===== src/rtl/rv32_pkg.sv =====
// ---------------------------------------------------------------------------
// rv32_pkg
//   Shared RV32I decode definitions: opcode constants, immediate formats and
//   the decoded-bundle struct handed from decode to execute.
// ---------------------------------------------------------------------------
package rv32_pkg;

   localparam int XLEN = 32;

   localparam logic [6:0] OPC_OP     = 7'b0110011;
   localparam logic [6:0] OPC_OP_IMM = 7'b0010011;
   localparam logic [6:0] OPC_LOAD   = 7'b0000011;
   localparam logic [6:0] OPC_STORE  = 7'b0100011;
   localparam logic [6:0] OPC_BRANCH = 7'b1100011;
   localparam logic [6:0] OPC_JAL    = 7'b1101111;
   localparam logic [6:0] OPC_JALR   = 7'b1100111;
   localparam logic [6:0] OPC_LUI    = 7'b0110111;
   localparam logic [6:0] OPC_AUIPC  = 7'b0010111;

   typedef enum logic [2:0] {
      IMM_I,
      IMM_S,
      IMM_B,
      IMM_U,
      IMM_J,
      IMM_NONE
   } imm_fmt_e;

   typedef struct packed {
      logic [31:0]     instr;
      logic [4:0]      rd;
      logic [4:0]      rs1;
      logic [4:0]      rs2;
      logic [2:0]      funct3;
      logic [6:0]      funct7;
      logic [XLEN-1:0] imm;
      logic            reg_write;
      logic            mem_read;
      logic            mem_write;
      logic            branch;
      logic            jump;
      logic            alu_src;
      logic            illegal;
   } decoded_t;

   localparam int DECODED_W = $bits(decoded_t);

endpackage


===== src/rtl/instr_decoder.sv =====
// ---------------------------------------------------------------------------
// instr_decoder
//   Purely combinational RV32I field, immediate and control decode.
//   Ports:
//     instr  in   raw 32-bit instruction
//     dec    out  decoded bundle (fields, sign-extended immediate, controls)
// ---------------------------------------------------------------------------
module instr_decoder
   import rv32_pkg::*;
(
   input  logic [31:0] instr,
   output decoded_t    dec
);

   imm_fmt_e fmt;

   // NOTE: every output of a combinational block gets a default before any
   //       branching, so no path leaves a value held and no latch is inferred.
   always_comb begin
      dec        = '0;
      fmt        = IMM_NONE;
      dec.instr  = instr;
      dec.rd     = instr[11:7];
      dec.rs1    = instr[19:15];
      dec.rs2    = instr[24:20];
      dec.funct3 = instr[14:12];
      dec.funct7 = instr[31:25];

      if (instr[1:0] != 2'b11) begin
         dec.illegal = 1'b1;
      end else begin
         case (instr[6:0])
            OPC_OP: begin
               dec.reg_write = 1'b1;
            end
            OPC_OP_IMM: begin
               dec.reg_write = 1'b1;
               dec.alu_src   = 1'b1;
               fmt           = IMM_I;
            end
            OPC_LOAD: begin
               dec.reg_write = 1'b1;
               dec.mem_read  = 1'b1;
               dec.alu_src   = 1'b1;
               fmt           = IMM_I;
            end
            OPC_STORE: begin
               dec.mem_write = 1'b1;
               dec.alu_src   = 1'b1;
               fmt           = IMM_S;
            end
            OPC_BRANCH: begin
               dec.branch = 1'b1;
               fmt        = IMM_B;
            end
            OPC_JAL: begin
               dec.jump      = 1'b1;
               dec.reg_write = 1'b1;
               fmt           = IMM_J;
            end
            OPC_JALR: begin
               dec.jump      = 1'b1;
               dec.reg_write = 1'b1;
               dec.alu_src   = 1'b1;
               fmt           = IMM_I;
            end
            OPC_LUI, OPC_AUIPC: begin
               dec.reg_write = 1'b1;
               dec.alu_src   = 1'b1;
               fmt           = IMM_U;
            end
            default: begin
               dec.illegal = 1'b1;
            end
         endcase
      end

      case (fmt)
         IMM_I:   dec.imm = {{20{instr[31]}}, instr[31:20]};
         IMM_S:   dec.imm = {{20{instr[31]}}, instr[31:25], instr[11:7]};
         IMM_B:   dec.imm = {{19{instr[31]}}, instr[31], instr[7],
                             instr[30:25], instr[11:8], 1'b0};
         IMM_U:   dec.imm = {instr[31:12], 12'b0};
         IMM_J:   dec.imm = {{11{instr[31]}}, instr[31], instr[19:12],
                             instr[20], instr[30:21], 1'b0};
         default: dec.imm = '0;
      endcase

      // x0 is hardwired to zero, so a write to it is never architectural.
      if (dec.rd == 5'd0) begin
         dec.reg_write = 1'b0;
      end
   end

endmodule


===== src/rtl/id_stage.sv =====
// ---------------------------------------------------------------------------
// id_stage
//   Decode stage: decodes fetched instructions and holds them in a 2-entry
//   buffer (output register + skid register) in front of execute.
//   Ports:
//     clk, reset_n           clock, synchronous active-low reset
//     if_valid/if_ready      fetch handshake; if_instr, if_pc payload
//     flush                  drop all held and incoming instructions
//     ex_valid/ex_ready      execute handshake
//     ex_pc, ex_instr        PC and raw instruction of the held bundle
//     ex_rd .. ex_funct7     register indices and function fields
//     ex_imm                 sign-extended immediate
//     ex_reg_write .. ex_illegal  decoded control bits
// ---------------------------------------------------------------------------
module id_stage
   import rv32_pkg::*;
#(
   parameter int          XLEN      = 32,
   parameter logic [31:0] NOP_INSTR = 32'h00000013
) (
   input  logic            clk,
   input  logic            reset_n,
   input  logic            if_valid,
   output logic            if_ready,
   input  logic [31:0]     if_instr,
   input  logic [XLEN-1:0] if_pc,
   input  logic            flush,
   output logic            ex_valid,
   input  logic            ex_ready,
   output logic [XLEN-1:0] ex_pc,
   output logic [31:0]     ex_instr,
   output logic [4:0]      ex_rd,
   output logic [4:0]      ex_rs1,
   output logic [4:0]      ex_rs2,
   output logic [2:0]      ex_funct3,
   output logic [6:0]      ex_funct7,
   output logic [31:0]     ex_imm,
   output logic            ex_reg_write,
   output logic            ex_mem_read,
   output logic            ex_mem_write,
   output logic            ex_branch,
   output logic            ex_jump,
   output logic            ex_alu_src,
   output logic            ex_illegal
);

   localparam int ENTRY_W = XLEN + DECODED_W;

   decoded_t            if_dec;
   decoded_t            nop_bundle;
   decoded_t            out_q;
   logic [XLEN-1:0]     out_pc_q;
   logic                out_valid_q;
   logic [ENTRY_W-1:0]  skid_q;
   logic                skid_valid_q;
   logic                accept;
   logic                out_free;

   instr_decoder u_decoder (
      .instr (if_instr),
      .dec   (if_dec)
   );

   always_comb begin
      nop_bundle       = '0;
      nop_bundle.instr = NOP_INSTR;
   end

   // Ready depends only on registered skid state, never on ex_ready.
   assign if_ready = reset_n & ~skid_valid_q;
   assign accept   = if_valid & if_ready;
   assign out_free = ~out_valid_q | ex_ready;

   // NOTE: state registers use non-blocking assignments so every register
   //       samples the pre-edge values of the others.
   always_ff @(posedge clk) begin
      if (!reset_n) begin
         out_valid_q  <= 1'b0;
         skid_valid_q <= 1'b0;
         out_q        <= nop_bundle;
         out_pc_q     <= '0;
      end else if (flush) begin
         // A hand-off this cycle is still consumed; everything else is lost.
         out_valid_q  <= 1'b0;
         skid_valid_q <= 1'b0;
         out_q.instr  <= NOP_INSTR;
      end else if (out_free) begin
         if (skid_valid_q) begin
            {out_pc_q, out_q} <= skid_q;
            out_valid_q       <= 1'b1;
            skid_valid_q      <= accept;
         end else if (accept) begin
            out_q       <= if_dec;
            out_pc_q    <= if_pc;
            out_valid_q <= 1'b1;
         end else begin
            out_valid_q <= 1'b0;
         end
      end else if (accept) begin
         skid_valid_q <= 1'b1;
      end
   end

   // NOTE: the skid payload is qualified by skid_valid_q, so it needs no
   //       reset; only the control bits and the visible outputs are reset.
   always_ff @(posedge clk) begin
      if (accept && (skid_valid_q || !out_free)) begin
         skid_q <= {if_pc, if_dec};
      end
   end

   // if_ready is low whenever skid is full, so a fill into a full skid
   // while it is also draining must never happen.
   a_no_skid_overrun : assert property (
      @(posedge clk) disable iff (!reset_n) !(skid_valid_q && accept));

   assign ex_valid     = out_valid_q;
   assign ex_pc        = out_pc_q;
   assign ex_instr     = out_q.instr;
   assign ex_rd        = out_q.rd;
   assign ex_rs1       = out_q.rs1;
   assign ex_rs2       = out_q.rs2;
   assign ex_funct3    = out_q.funct3;
   assign ex_funct7    = out_q.funct7;
   assign ex_imm       = out_q.imm;
   assign ex_reg_write = out_q.reg_write;
   assign ex_mem_read  = out_q.mem_read;
   assign ex_mem_write = out_q.mem_write;
   assign ex_branch    = out_q.branch;
   assign ex_jump      = out_q.jump;
   assign ex_alu_src   = out_q.alu_src;
   assign ex_illegal   = out_q.illegal;

endmodule


===== config.mk =====
export PLATFORM = sky130hd
export DESIGN_NAME = id_stage
export DESIGN_NICKNAME = d
export VERILOG_FILES = /design/src/rtl/rv32_pkg.sv /design/src/rtl/instr_decoder.sv /design/src/rtl/id_stage.sv
export SDC_FILE = /design/constraint.sdc
export NUM_CORES = 1
export LEC_CHECK = 0
export CAP_MARGIN = 20
export CORE_MARGIN = 2
export CORE_UTILIZATION = 53
export CTS_BUF_LIST = sky130_fd_sc_hd__clkbuf_8
export DETAILED_ROUTE_END_ITERATION = 8
export PLACE_DENSITY = 0.83
export SYNTH_ARGS = -nofsm -noshare
export SYNTH_HDL_FRONTEND = slang
export SYNTH_SLANG_ARGS = --single-unit
export TNS_END_PERCENT = 30

===== constraint.sdc =====
create_clock -name clk -period 5.3 [get_ports clk]
set_input_delay 1.06 -clock clk [delete_from_list [all_inputs] [get_ports clk]]
set_output_delay 1.06 -clock clk [all_outputs]
set_load 0.05 [all_outputs]

==> flow_summary_export.csv <==
group,metric,value,unit
outcome,status,"finished, final reports clean",
place,portBuffers,198,
layout,nNetsFinal,1044,
timing,rsz0062_at_grt,"false",
clock_network,h-tree-depth,2,
grt,antenna_found_initial,0,
power,swShare,26.40,%
clock_network,cts_tree,"yes",
power,p_per_area,324.7,nW/um^2
clock_network,clock_path_buffers,3,
floorplanning,rows,48,
clock_network,clock_latency,530,ps
power,p_switching,1039,uW
worst_setup_path,cp_max_fo,47,
worst_setup_path,critPathTopFamily,"flip-flops",
min_path,hp-class,"flop to flop",
synth,syn_nets,860,
grt,grt_overflow,0,
synth,syn_inst,791,
synth,synth_edf_count,103,
layout,antenna_cells,0,
route,route.detailed.drc,0,
worst_setup_path,cp-end-kind,"output pin",
worst_setup_path,slowest_stage,"dfxtp_4",
clock_network,holdBufCountCts,0,
synth,yosysUniqueCellTypes,45,
route,avgViaCountPerCell,5.811,
clock_network,clk_pin_slew,60,ps
synth,yosys-top-cells-count,"dfxtp_1 (130), edfxtp_1 (103), nand2_1 (103), mux2i_1 (68), o211a_1 (61)",
route,wl,23.73,mm
layout,final_layout_size_suffix_gt1_share,7.363,%
synth,yosysWarnings,0,
worst_setup_path,critical-path-max-stage-delay,870,ps
grt,grt_max_degree,108,
route,dr.pass1.iters,5,
power,ir_worst_vdd,0.2218,mV
power,pwr-share-clk,38.2,%
synth,synth_most_common_cell,"dfxtp_1",
layout,finalNonFillerCells,1230,
worst_setup_path,worstSetupPathType,"flop to output pin",
worst_setup_path,critPathBufInv,1,
floorplanning,initial_core_util,53.85,%
run,cap_viol_max_count,0,
worst_setup_path,critical_path_required,4240,ps
clock_network,cts.repair.resized,0,
timing,setup_viol,0,
synth,synth.largest_area_cell,"edfxtp_1",
timing,timing.final.crit_period,3343,ps
synth,ys.flop_type,"dfxtp_1",
clock_network,clockRootBuffer,"clkbuf_8",
synth,ys_ff_latch,233,
timing,fmax,299.1,MHz
place,dp_hpwl,15.07,mm
floorplanning,die_h,136.3,um
worst_setup_path,worst_ep_arrival_time,2280,ps
place,placed_cells,1159,
floorplanning,die_area,18590,um^2
layout,area_delta_synth_final,30.64,%
floorplanning,die_w,136.3,um
synth,ys_async_sr_fraction,0,%
grt,grt_util_all_layers,25.54,%
power,seq_power_share,49.5,%
timing,worstMarginPinSlew,1056,ps
timing,hold_violations,0,
route,drtIter0Drc,423,
grt,grt_pass1_vias,6944,
clock_network,numCtsBuffers,39,
synth,postSynthAreaPerCell,11.74,um^2
worst_setup_path,path_cells,"nor2b_1 -> clkdlybuf4s50_1",
clock_network,cts.sinks,233,
power,p_leak,0.004894,uW
synth,ys_seq_area_share,61.36,%
synth,syn-cell-area,9283,um^2
floorplanning,core,17240,um^2
grt,grt_pass1_wl,37.12,mm
power,p_int,2898,uW
timing,relSlewSlack,29.60,%
timing,finClkSkew,25.05,ps
power,comb_power_share,12.3,%
route,avgRoutedWirePerCell,19.29,um
timing,finalCritPeriodShare,63.08,%
route,via_count,7148,
timing,drv_slew,0,
floorplanning,io_pins,199,
timing,setup_tns,0,ps
worst_setup_path,worstSetupStartpointType,"flop",
route,antenna_left,0,
place,place.gp.congestion,0.8355,
synth,synth_area_leaders,"edfxtp_1 (33%), dfxtp_1 (28%), mux2i_1 (7.3%)",
synth,synth_top_area_share,33.32,%
clock_network,cts_setup_buffers,0,
## metrics by stage
step           setup slack, ps  power [uW]  area [um^2]  hold WS [ps]  util, %
4_1_cts                   1924        3973        12130         496.1    70.35
5_1_grt                   1863        4078        12130         512.1    70.35
2_1_floorplan            287.2        2271         9283         489.2        -
6_report                  1957        3938        12130         491.6    70.35
3_5_place_dp              1875        2470        11380         481.2    66.01
3_3_place_gp              1932        2463        11380         456.7    66.01
## cells in the final DEF (no fill, tap or decap), types with 2 or more instances in the layout
cell             count
nand2_1            103
a32o_1               2
nor3_2               4
clkinv_1             3
o21ai_0             27
nor2b_1              5
a21oi_1             30
and3b_1              3
nor2_1              46
dfxtp_1            129
clkbuf_8            47
o211ai_1            20
buf_12               2
a22o_1               4
mux2i_1             68
and2_1               9
nand3_1             11
clkinvlp_4           2
edfxtp_1           103
a221oi_1            11
or3_1               19
clkdlybuf4s50_1    197
buf_4                7
inv_1               21
a211oi_1            32
nor3_1               4
a21oi_4              2
nand2b_1            10
o211a_1             61
o31ai_1              4
## power by group through the flow
| stage | registers, uW | logic, uW | clock network, uW |
|---|---|---|---|
| after CTS | 1950 | 487 | 1540 |
| after detailed placement | 1990 | 484 | 0 |
| after floorplan | 2130 | 138 | 0 |
| after global routing | 1950 | 515 | 1610 |
| after global placement | 1990 | 478 | 0 |
| final | 1950 | 486 | 1500 |
## final timing paths
check	slack (ps)	endpoint	startpoint	cells past startpoint
max	1960	if_ready	skid_valid_q$_SDFFE_PP0P_	2
max reg2reg	2720	ex_imm[24]$_SDFFE_PN0P_	skid_valid_q$_SDFFE_PP0P_	5
min	490	ex_imm[27]$_SDFFE_PN0P_	ex_imm[27]$_SDFFE_PN0P_	2
min reg2reg	490	ex_imm[27]$_SDFFE_PN0P_	ex_imm[27]$_SDFFE_PN0P_	2
## worst reg2reg max path, stage by stage, from the launching register on
cell     delay [ps]
dfxtp_4         870
a21oi_1         250
or3_1           380
buf_4           270
nor3_2          500
a21oi_1         160
## flip-flops by register name (all words and copies together), names as in the netlist
signal and count:
skid_q 103, ex_imm 32, ex_instr 32, ex_pc 32
ex_funct7 7, ex_rd 5, ex_rs1 5, ex_rs2 5
ex_funct3 3, ex_alu_src 1, ex_branch 1, ex_illegal 1
ex_jump 1, ex_mem_read 1, ex_mem_write 1, ex_reg_write 1
ex_valid 1, skid_valid_q 1
## per-layer routing
layer	routed length [um]	vias up	GRT usage, %
li1	-	3327	-
met1	10130	3424	35.11
met2	10510	342	37.72
met3	2260	55	7.271
met4	829	0	11.28
met5	0	-	0
## layout make-up
class                      instances  area, um^2
clock inverter                    24       102.6
inverter                           3       11.26
clock buffer                      47       646.9
sequential                       233        5699
fill                            1263        5110
timing repair buffer             206        2064
tap                              225       281.5
multi-input combinational        492        3321
## cells by family after synthesis
group           share of synthesized area, %
compound gates                         17.25
buf+inv                                3.060
flops                                  61.36
mux                                    7.332
simple gates                           11.00
No activity file was read; power rests on OpenSTA's default activity.
